--- src/rtl/audio_clk_seq.sv ---
// audio_clk_seq
// -----------------------------------------------------------------------------
// Clock/reset sequencer for the 256*fs audio domain. It synchronises the
// release of the system reset and holds the codec in reset for a settling
// interval. It then free-runs the per-sample frame counter that produces the
// sample strobe, LRCK (fs) and BICK (64*fs).
//
// Sequence after rst is released (t0 = first rising edge with rst low):
//   edge t0+1                 : rst_sync falls
//   edge t0+2                 : IDLE -> SETTLE, codec_rst_n rises
//   edge t0+2+SETTLE_CYCLES   : SETTLE -> RUN, running rises, frame_ctr = 0
//   then one sample_strobe every 256 cycles, the first 255 cycles into RUN.
//
// Parameters:
//   SETTLE_CYCLES  cycles spent in SETTLE (1..65535, 0 behaves as 1)
//   MUTE_FRAMES    frames mute stays high after entering RUN (1..255),
//                  only used when AUDIO_CLK_SEQ_SOFTMUTE_EN is defined
//
// Build option:
//   AUDIO_CLK_SEQ_SOFTMUTE_EN  when defined, mute is released only after
//                              MUTE_FRAMES sample strobes in RUN; otherwise
//                              mute is simply the registered inverse of
//                              running.
//
// Ports:
//   clk_256fs      in   audio master clock, 256*fs
//   rst            in   asynchronous active-high reset from the system manager
//   rst_sync       out  reset for downstream logic (async assert, sync release)
//   codec_rst_n    out  active-low codec reset
//   running        out  high while in RUN
//   frame_ctr      out  [7:0] phase within the current sample frame
//   sample_strobe  out  one-cycle pulse per frame (frame_ctr == 255)
//   lrck           out  fs word clock (frame_ctr[7])
//   bick           out  64*fs bit clock (frame_ctr[1])
//   mute           out  mute request to the DSP/DAC path
//
// Handshake note: this block has no valid/ready interfaces. All outputs are
// plain registered levels or single-cycle pulses. sample_strobe is
// qualified only by running.
// -----------------------------------------------------------------------------
module audio_clk_seq #(
  parameter int SETTLE_CYCLES = 4096,
  parameter int MUTE_FRAMES   = 16
) (
  input  logic       clk_256fs,
  input  logic       rst,
  output logic       rst_sync,
  output logic       codec_rst_n,
  output logic       running,
  output logic [7:0] frame_ctr,
  output logic       sample_strobe,
  output logic       lrck,
  output logic       bick,
  output logic       mute
);

  // A settle length of 0 is treated as 1, so the counter always has at least
  // one bit and the terminal count is well defined.
  localparam int              S_EFF       = (SETTLE_CYCLES < 1) ? 1 : SETTLE_CYCLES;
  localparam int              SCW         = $clog2(S_EFF + 1);
  localparam logic [SCW-1:0]  SETTLE_LAST = SCW'(S_EFF - 1);

  typedef enum logic [1:0] {
    IDLE   = 2'd0,
    SETTLE = 2'd1,
    RUN    = 2'd2
  } state_t;

  // ---------------------------------------------------------------------------
  // Reset synchroniser. Both flops are set directly by rst, so even a runt
  // pulse shorter than a clock period restarts the full two-edge release.
  // ---------------------------------------------------------------------------
  logic [1:0] sync_q;

  always_ff @(posedge clk_256fs or posedge rst) begin
    if (rst) begin
      sync_q <= 2'b11;
    end else begin
      sync_q <= {sync_q[0], 1'b0};
    end
  end

  assign rst_sync = sync_q[1];

  // ---------------------------------------------------------------------------
  // Sequencer FSM and frame counter. All of this state is reset by rst_sync,
  // so rst reaches it only through the synchroniser's asynchronous set.
  // ---------------------------------------------------------------------------
  state_t         state;
  logic [SCW-1:0] settle_cnt;
  logic [7:0]     frame_nxt;

  // The derived outputs are computed from the next frame value. They are
  // registered in the same edge as frame_ctr, so all of them describe the
  // same phase in any given cycle.
  assign frame_nxt = frame_ctr + 8'd1;

  always_ff @(posedge clk_256fs or posedge rst_sync) begin
    if (rst_sync) begin
      state         <= IDLE;
      settle_cnt    <= '0;
      codec_rst_n   <= 1'b0;
      running       <= 1'b0;
      frame_ctr     <= 8'd0;
      sample_strobe <= 1'b0;
      lrck          <= 1'b0;
      bick          <= 1'b0;
    end else begin
      case (state)
        IDLE: begin
          state       <= SETTLE;
          settle_cnt  <= '0;
          codec_rst_n <= 1'b1;
        end
        SETTLE: begin
          settle_cnt <= settle_cnt + 1'b1;
          if (settle_cnt == SETTLE_LAST) begin
            state   <= RUN;
            running <= 1'b1;
          end
        end
        RUN: begin
          frame_ctr     <= frame_nxt;
          sample_strobe <= (frame_nxt == 8'hFF);
          lrck          <= frame_nxt[7];
          bick          <= frame_nxt[1];
        end
        default: begin
          state <= IDLE;
        end
      endcase
    end
  end

  // ---------------------------------------------------------------------------
  // Mute generation
  // ---------------------------------------------------------------------------
`ifdef AUDIO_CLK_SEQ_SOFTMUTE_EN
  localparam logic [7:0] MUTE_LAST = 8'(MUTE_FRAMES - 1);

  // Counts sample strobes while still muted. Mute drops on the edge that
  // follows the MUTE_FRAMES-th strobe. After that, the counter freezes.
  logic [7:0] strobe_cnt;

  always_ff @(posedge clk_256fs or posedge rst_sync) begin
    if (rst_sync) begin
      strobe_cnt <= 8'd0;
      mute       <= 1'b1;
    end else if (sample_strobe && mute) begin
      strobe_cnt <= strobe_cnt + 8'd1;
      if (strobe_cnt == MUTE_LAST) begin
        mute <= 1'b0;
      end
    end
  end
`else
  // True on the edge that enters RUN and on every edge within RUN. Registering
  // its inverse makes mute fall in the same cycle that running rises.
  logic run_next;
  logic unused_mute_cfg;

  assign run_next        = (state == RUN) || ((state == SETTLE) && (settle_cnt == SETTLE_LAST));
  assign unused_mute_cfg = ^8'(MUTE_FRAMES);

  always_ff @(posedge clk_256fs or posedge rst_sync) begin
    if (rst_sync) begin
      mute <= 1'b1;
    end else begin
      mute <= ~run_next;
    end
  end
`endif

endmodule

--- config.mk ---
export PLATFORM = sky130hd
export DESIGN_NAME = audio_clk_seq
export DESIGN_NICKNAME = d
export VERILOG_FILES = /design/src/rtl/audio_clk_seq.sv
export SDC_FILE = /design/constraint.sdc
export NUM_CORES = 1
export LEC_CHECK = 0
export BUFFER_PORTS_ARGS = -buffer_cell sky130_fd_sc_hd__buf_4
export CAP_MARGIN = 10
export CORE_MARGIN = 3
export CORE_UTILIZATION = 49
export DETAILED_ROUTE_END_ITERATION = 7
export HOLD_SLACK_MARGIN = 0.05
export MAX_ROUTING_LAYER = met4
export PLACE_DENSITY = 0.69
export SLEW_MARGIN = 20
export SYNTH_ARGS = -nofsm -noshare
export SYNTH_HDL_FRONTEND = slang
export SYNTH_SLANG_ARGS = --single-unit
--- constraint.sdc ---
create_clock -name clk_256fs -period 1 [get_ports clk_256fs]
set_input_delay 0.2 -clock clk_256fs [delete_from_list [all_inputs] [get_ports clk_256fs]]
set_output_delay 0.2 -clock clk_256fs [all_outputs]
set_load 0.01 [all_outputs]
==> out/results.ini, run 1 <==
[synthesis]
syn-cell-area_um2=1380
synth-edff-count=0
ys.flop_type=dfrtp_1
synth_area_per_cell_um2=10.8
synth.distinct_cells=37
netlist_instances=127
syn_nets=132
ys_seq_area_share_pct=53.0
ys_ff_latch=29
synthArstFlopShare_pct=100
yosysWarnings=0

[floorplan]
num_rows=18
io_pins=17
die_h_um=59.0
start_util_pct=53.7
fp.dieW_um=59.0

[placed_design]
hpwl_mm=2.26
portBuffers=16
dpl-instance-area_um2=1920
dp_cells=208
place_ws_ns=-0.357
gp_congestion=0.862

[cts]
numCtsBuffers=5
ctsResizeCount=60
post_cts_buffers=27
cts-htree-levels=2
cts_root_buf=clkbuf_4
cts_buffer_depth=2
clkSinkCount=29
cts_hold_buf=1

[outcome]
stop_stage=clock tree synthesis (4_1_cts)
error=[ERROR DPL-0033] detailed placement checks failed during check placement.
status=stopped before the end

-- cell families after synthesis --
logic type               count (synthesis)  share of synthesized area, %
multiplexers                             2                          1.54
adder cells (fa/ha/maj)                  3                          2.73
buffers and inverters                    9                          3.18
AND/OR/NAND/NOR                         53                          22.0
other                                    1                         0.272
flip-flops                              29                          53.0
AO/OA/AOI/OAI                           16                          8.45
XOR/XNOR                                14                          8.90
-- cells in the mapped netlist (all sizes together) (4+ instances only) --
cell type	number	area share [%]
xor2	7	4.5
nor2	10	2.7
xnor2	7	4.5
nand3	12	5.4
o21ai	4	1.5
a21oi	4	1.5
dfrtp	26	47
inv	5	1.4
nor3	5	2.2
buf	4	1.8
nand2	10	2.7
-- metrics by stage --
step,util (%),hold WS [ns],TNS [ns]
after detailed placement,74.7,0.234,-5.17
after global placement,74.7,0.228,-4.66
after floorplan,-,0.112,-2.84
==> run 2, diff against run 1 <==
- CORE_UTILIZATION: 49 -> 34
- HOLD_SLACK_MARGIN: 0.05 -> unset
- MAX_ROUTING_LAYER: met4 -> unset
- PLACE_DENSITY: 0.69 -> unset
- PLACE_DENSITY_LB_ADDON: unset -> 0.15
==> out/results.ini, run 2 <==
[finish]
drive_gt1_share_pct=63.0
largest_reg_flops=13
finalCoreUtilization_pct=65.8
multi_input_area_um2=830
largestRegisters=settle_cnt (13), frame_ctr (8)
final_cell_mix=buf_4 (42), buf_6 (36), dfrtp_1 (21)
diodes=0
final_common_cell=buf_4
fin_nets=215
regMostFlops=settle_cnt
regArea_um2=736
fill_cells=278
syn_to_final_growth_pct=80.1

[pwr]
leakage_nw=1.20
power.total_mw=2.16
irDropWorstVdd_mv=0.913
power_density_nw_per_um2=872

[synthesis]
yosysWarnings=0  ; unchanged
syn-cell-area_um2=1380  ; unchanged
ys_ff_latch=29  ; unchanged
yosysMostFrequentCell=dfrtp_1
synth_area_per_cell_um2=10.8  ; unchanged
netlist_instances=127  ; unchanged
synth_largest_area_cell=dfrtp_1
synth_top_area_share_pct=47.2  ; unchanged
synthArstFlopShare_pct=100  ; unchanged
yosys-top-cells-area=dfrtp_1 (47%), dfstp_2 (5.7%), xnor2_1 (4.5%), xor2_1 (4.5%), nand3_1 (3.3%)
ys_top_cells_by_count=dfrtp_1 (26), nand2_1 (10), nor2_1 (10)
syn_nets=132  ; unchanged
synth.distinct_cells=37  ; unchanged
synth-edff-count=0  ; unchanged
ys.flop_type=dfrtp_1
ys_seq_area_share_pct=53.0  ; unchanged

[global_routing]
grt_pass1_wl_mm=6.25
globalRoute.totalOverflow=0
grt_max_degree=28
grt_pass1_vias=1351
track_usage_pct=16.2
antenna_found_initial=0

[worst_setup_path]
arrival_ns=1.50
reg2reg_from=settle_cnt[3]
critPathMaxFanout=3
crit_slowest_cell=dfrtp_1
rrSetupSlack_ns=-0.34
worstSetupPathDepth=3
path_buf_inv=0
worst_setup_path_start_kind=flop
critPathMaxStageDelay_ns=0.39
critPathCaptureType=flop
reg2reg_to=settle_cnt[12]
worstPathRequired_ns=1.17
path_delay_family=compound AO/OA/AOI/OAI gates
path_cells=nand4_1, o311a_1, a211o_1
crit_type=flop to flop
reg2regPathDepth=3

[floorplan]
die_h_um=69.7  ; +18%
start_util_pct=36.5  ; -17 points
num_rows=22  ; +4
die-area_um2=4850
core_um2=3770
io_pins=17  ; unchanged
fp.dieW_um=69.7  ; +18%

[placed_design]
portBuffers=16  ; unchanged
place_ws_ns=-0.355  ; +0.00207 ns
gp_congestion=0.762  ; -12%
hpwl_mm=2.27  ; +0.41%

[timing]
max_freq_ghz=0.747
tns_ns=-6.81
finalCritPeriodShare_pct=134
hold_violations=0
fin_skew_ns=0.00633
drv_slew=0
fin_ws_ns=-0.338
rsz0062_at_grt=true
fin_crit_ns=1.34
hold_slack_ns=0.297
finalSetupViolCount=39

[cts]
cts_tree=done
path_clk_slew_ns=0.07
clkSinkCount=29  ; unchanged
cts_buffer_depth=2  ; unchanged
cts_root_buf=clkbuf_8
worstSkewPairLatency_ns=0.28
numCtsBuffers=5  ; unchanged
cts-htree-levels=2  ; unchanged

[route]
m1WireLength_mm=1.61
dr.pass1.iters=4
finalWirelength_mm=3.72
drt_iter0_drc=50
vias=1274
maxUsedRoutingLayer=met4
met3WireLength_um=159
drc=0
routed_via_density=4.92
ant_nets=0
wl_per_cell_um=14.4
met2_length_mm=1.93

[outcome]
status=complete, but fails checks
violations=setup timing

[hold_path]
hp-class=flop to async pin

[run]
cap_violations=0

-- run 2: cell counts after synthesis --
Identical to the previous run, type by type.
-- run 2: how the worst max path moves through the flow --
stage | startpoint | end
finish | settle_cnt[3] | settle_cnt[12]
global route | settle_cnt[1] | state[1]
CTS | settle_cnt[0] | settle_cnt[12]
detailed placement | settle_cnt[1] | settle_cnt[12]
global placement | settle_cnt[1] | settle_cnt[12]
floorplan | frame_ctr[0] | sample_strobe
-- run 2: repair_timing --
action | 4_1_cts | 5_1_grt
hold endpoints to repair | 2 | 0
gates resized for setup | 51 | 21
hold buffers | 1 | 0
buffers inserted | 22 | 8
endpoints found under the setup margin | 42 | 42
pin swaps | 21 | 16
-- run 2: kinds of logic (layout without fill, tap and decap cells) --
group,count (synthesis),in the layout,share of synthesized area (%)
muxes,2,2,1.54
AOI/OAI and AO/OA,16,16,8.45
other,1,1,0.272
DFF,29,29,53.0
adders and majority gates,3,3,2.73
xor gates and xnor gates,14,14,8.90
and+or+nand+nor,53,53,22.0
buffers and inverters,9,93,3.18
-- run 2: worst min-delay path, cell delays in order, from the launching register on --
cell and delay (ns):
dfstp_2 0.37, inv_1 0.08, buf_12 0.19
-- run 2: cell type report --
class | instances | area share [%]
Multi-Input combinational cell | 89 | 33.4
Clock buffer | 5 | 2.77
Tap cell | 48 | 2.42
Inverter | 5 | 0.756
Timing Repair Buffer | 80 | 30.3
Clock inverter | 3 | 0.706
Sequential cell | 29 | 29.7
-- run 2: power breakdown --
part	internal (mW)	switching, mW
Combinational	0.0173	0.0272
Clock	0.479	0.457
Sequential	1.18	0.00199
-- run 2: metrics by stage --
step | cells | area, µm²
after global routing | 259 | 2480
after global placement | 225 | 1920
after detailed placement | 225 | 1920
after CTS | 255 | 2380
final | 259 | 2480
after floorplan | 127 | 1480
-- run 2: per-layer routing --
| metal | vias up | global-route usage (%) |
|---|---|---|
| met2 | 28 | 28.1 |
| met4 | 0 | 4.04 |
| met1 | 633 | 19.0 |
| met5 | - | 0 |
| met3 | 4 | 5.80 |
| li1 | 609 | - |
Note: power is estimated with default switching activity, not from simulation.
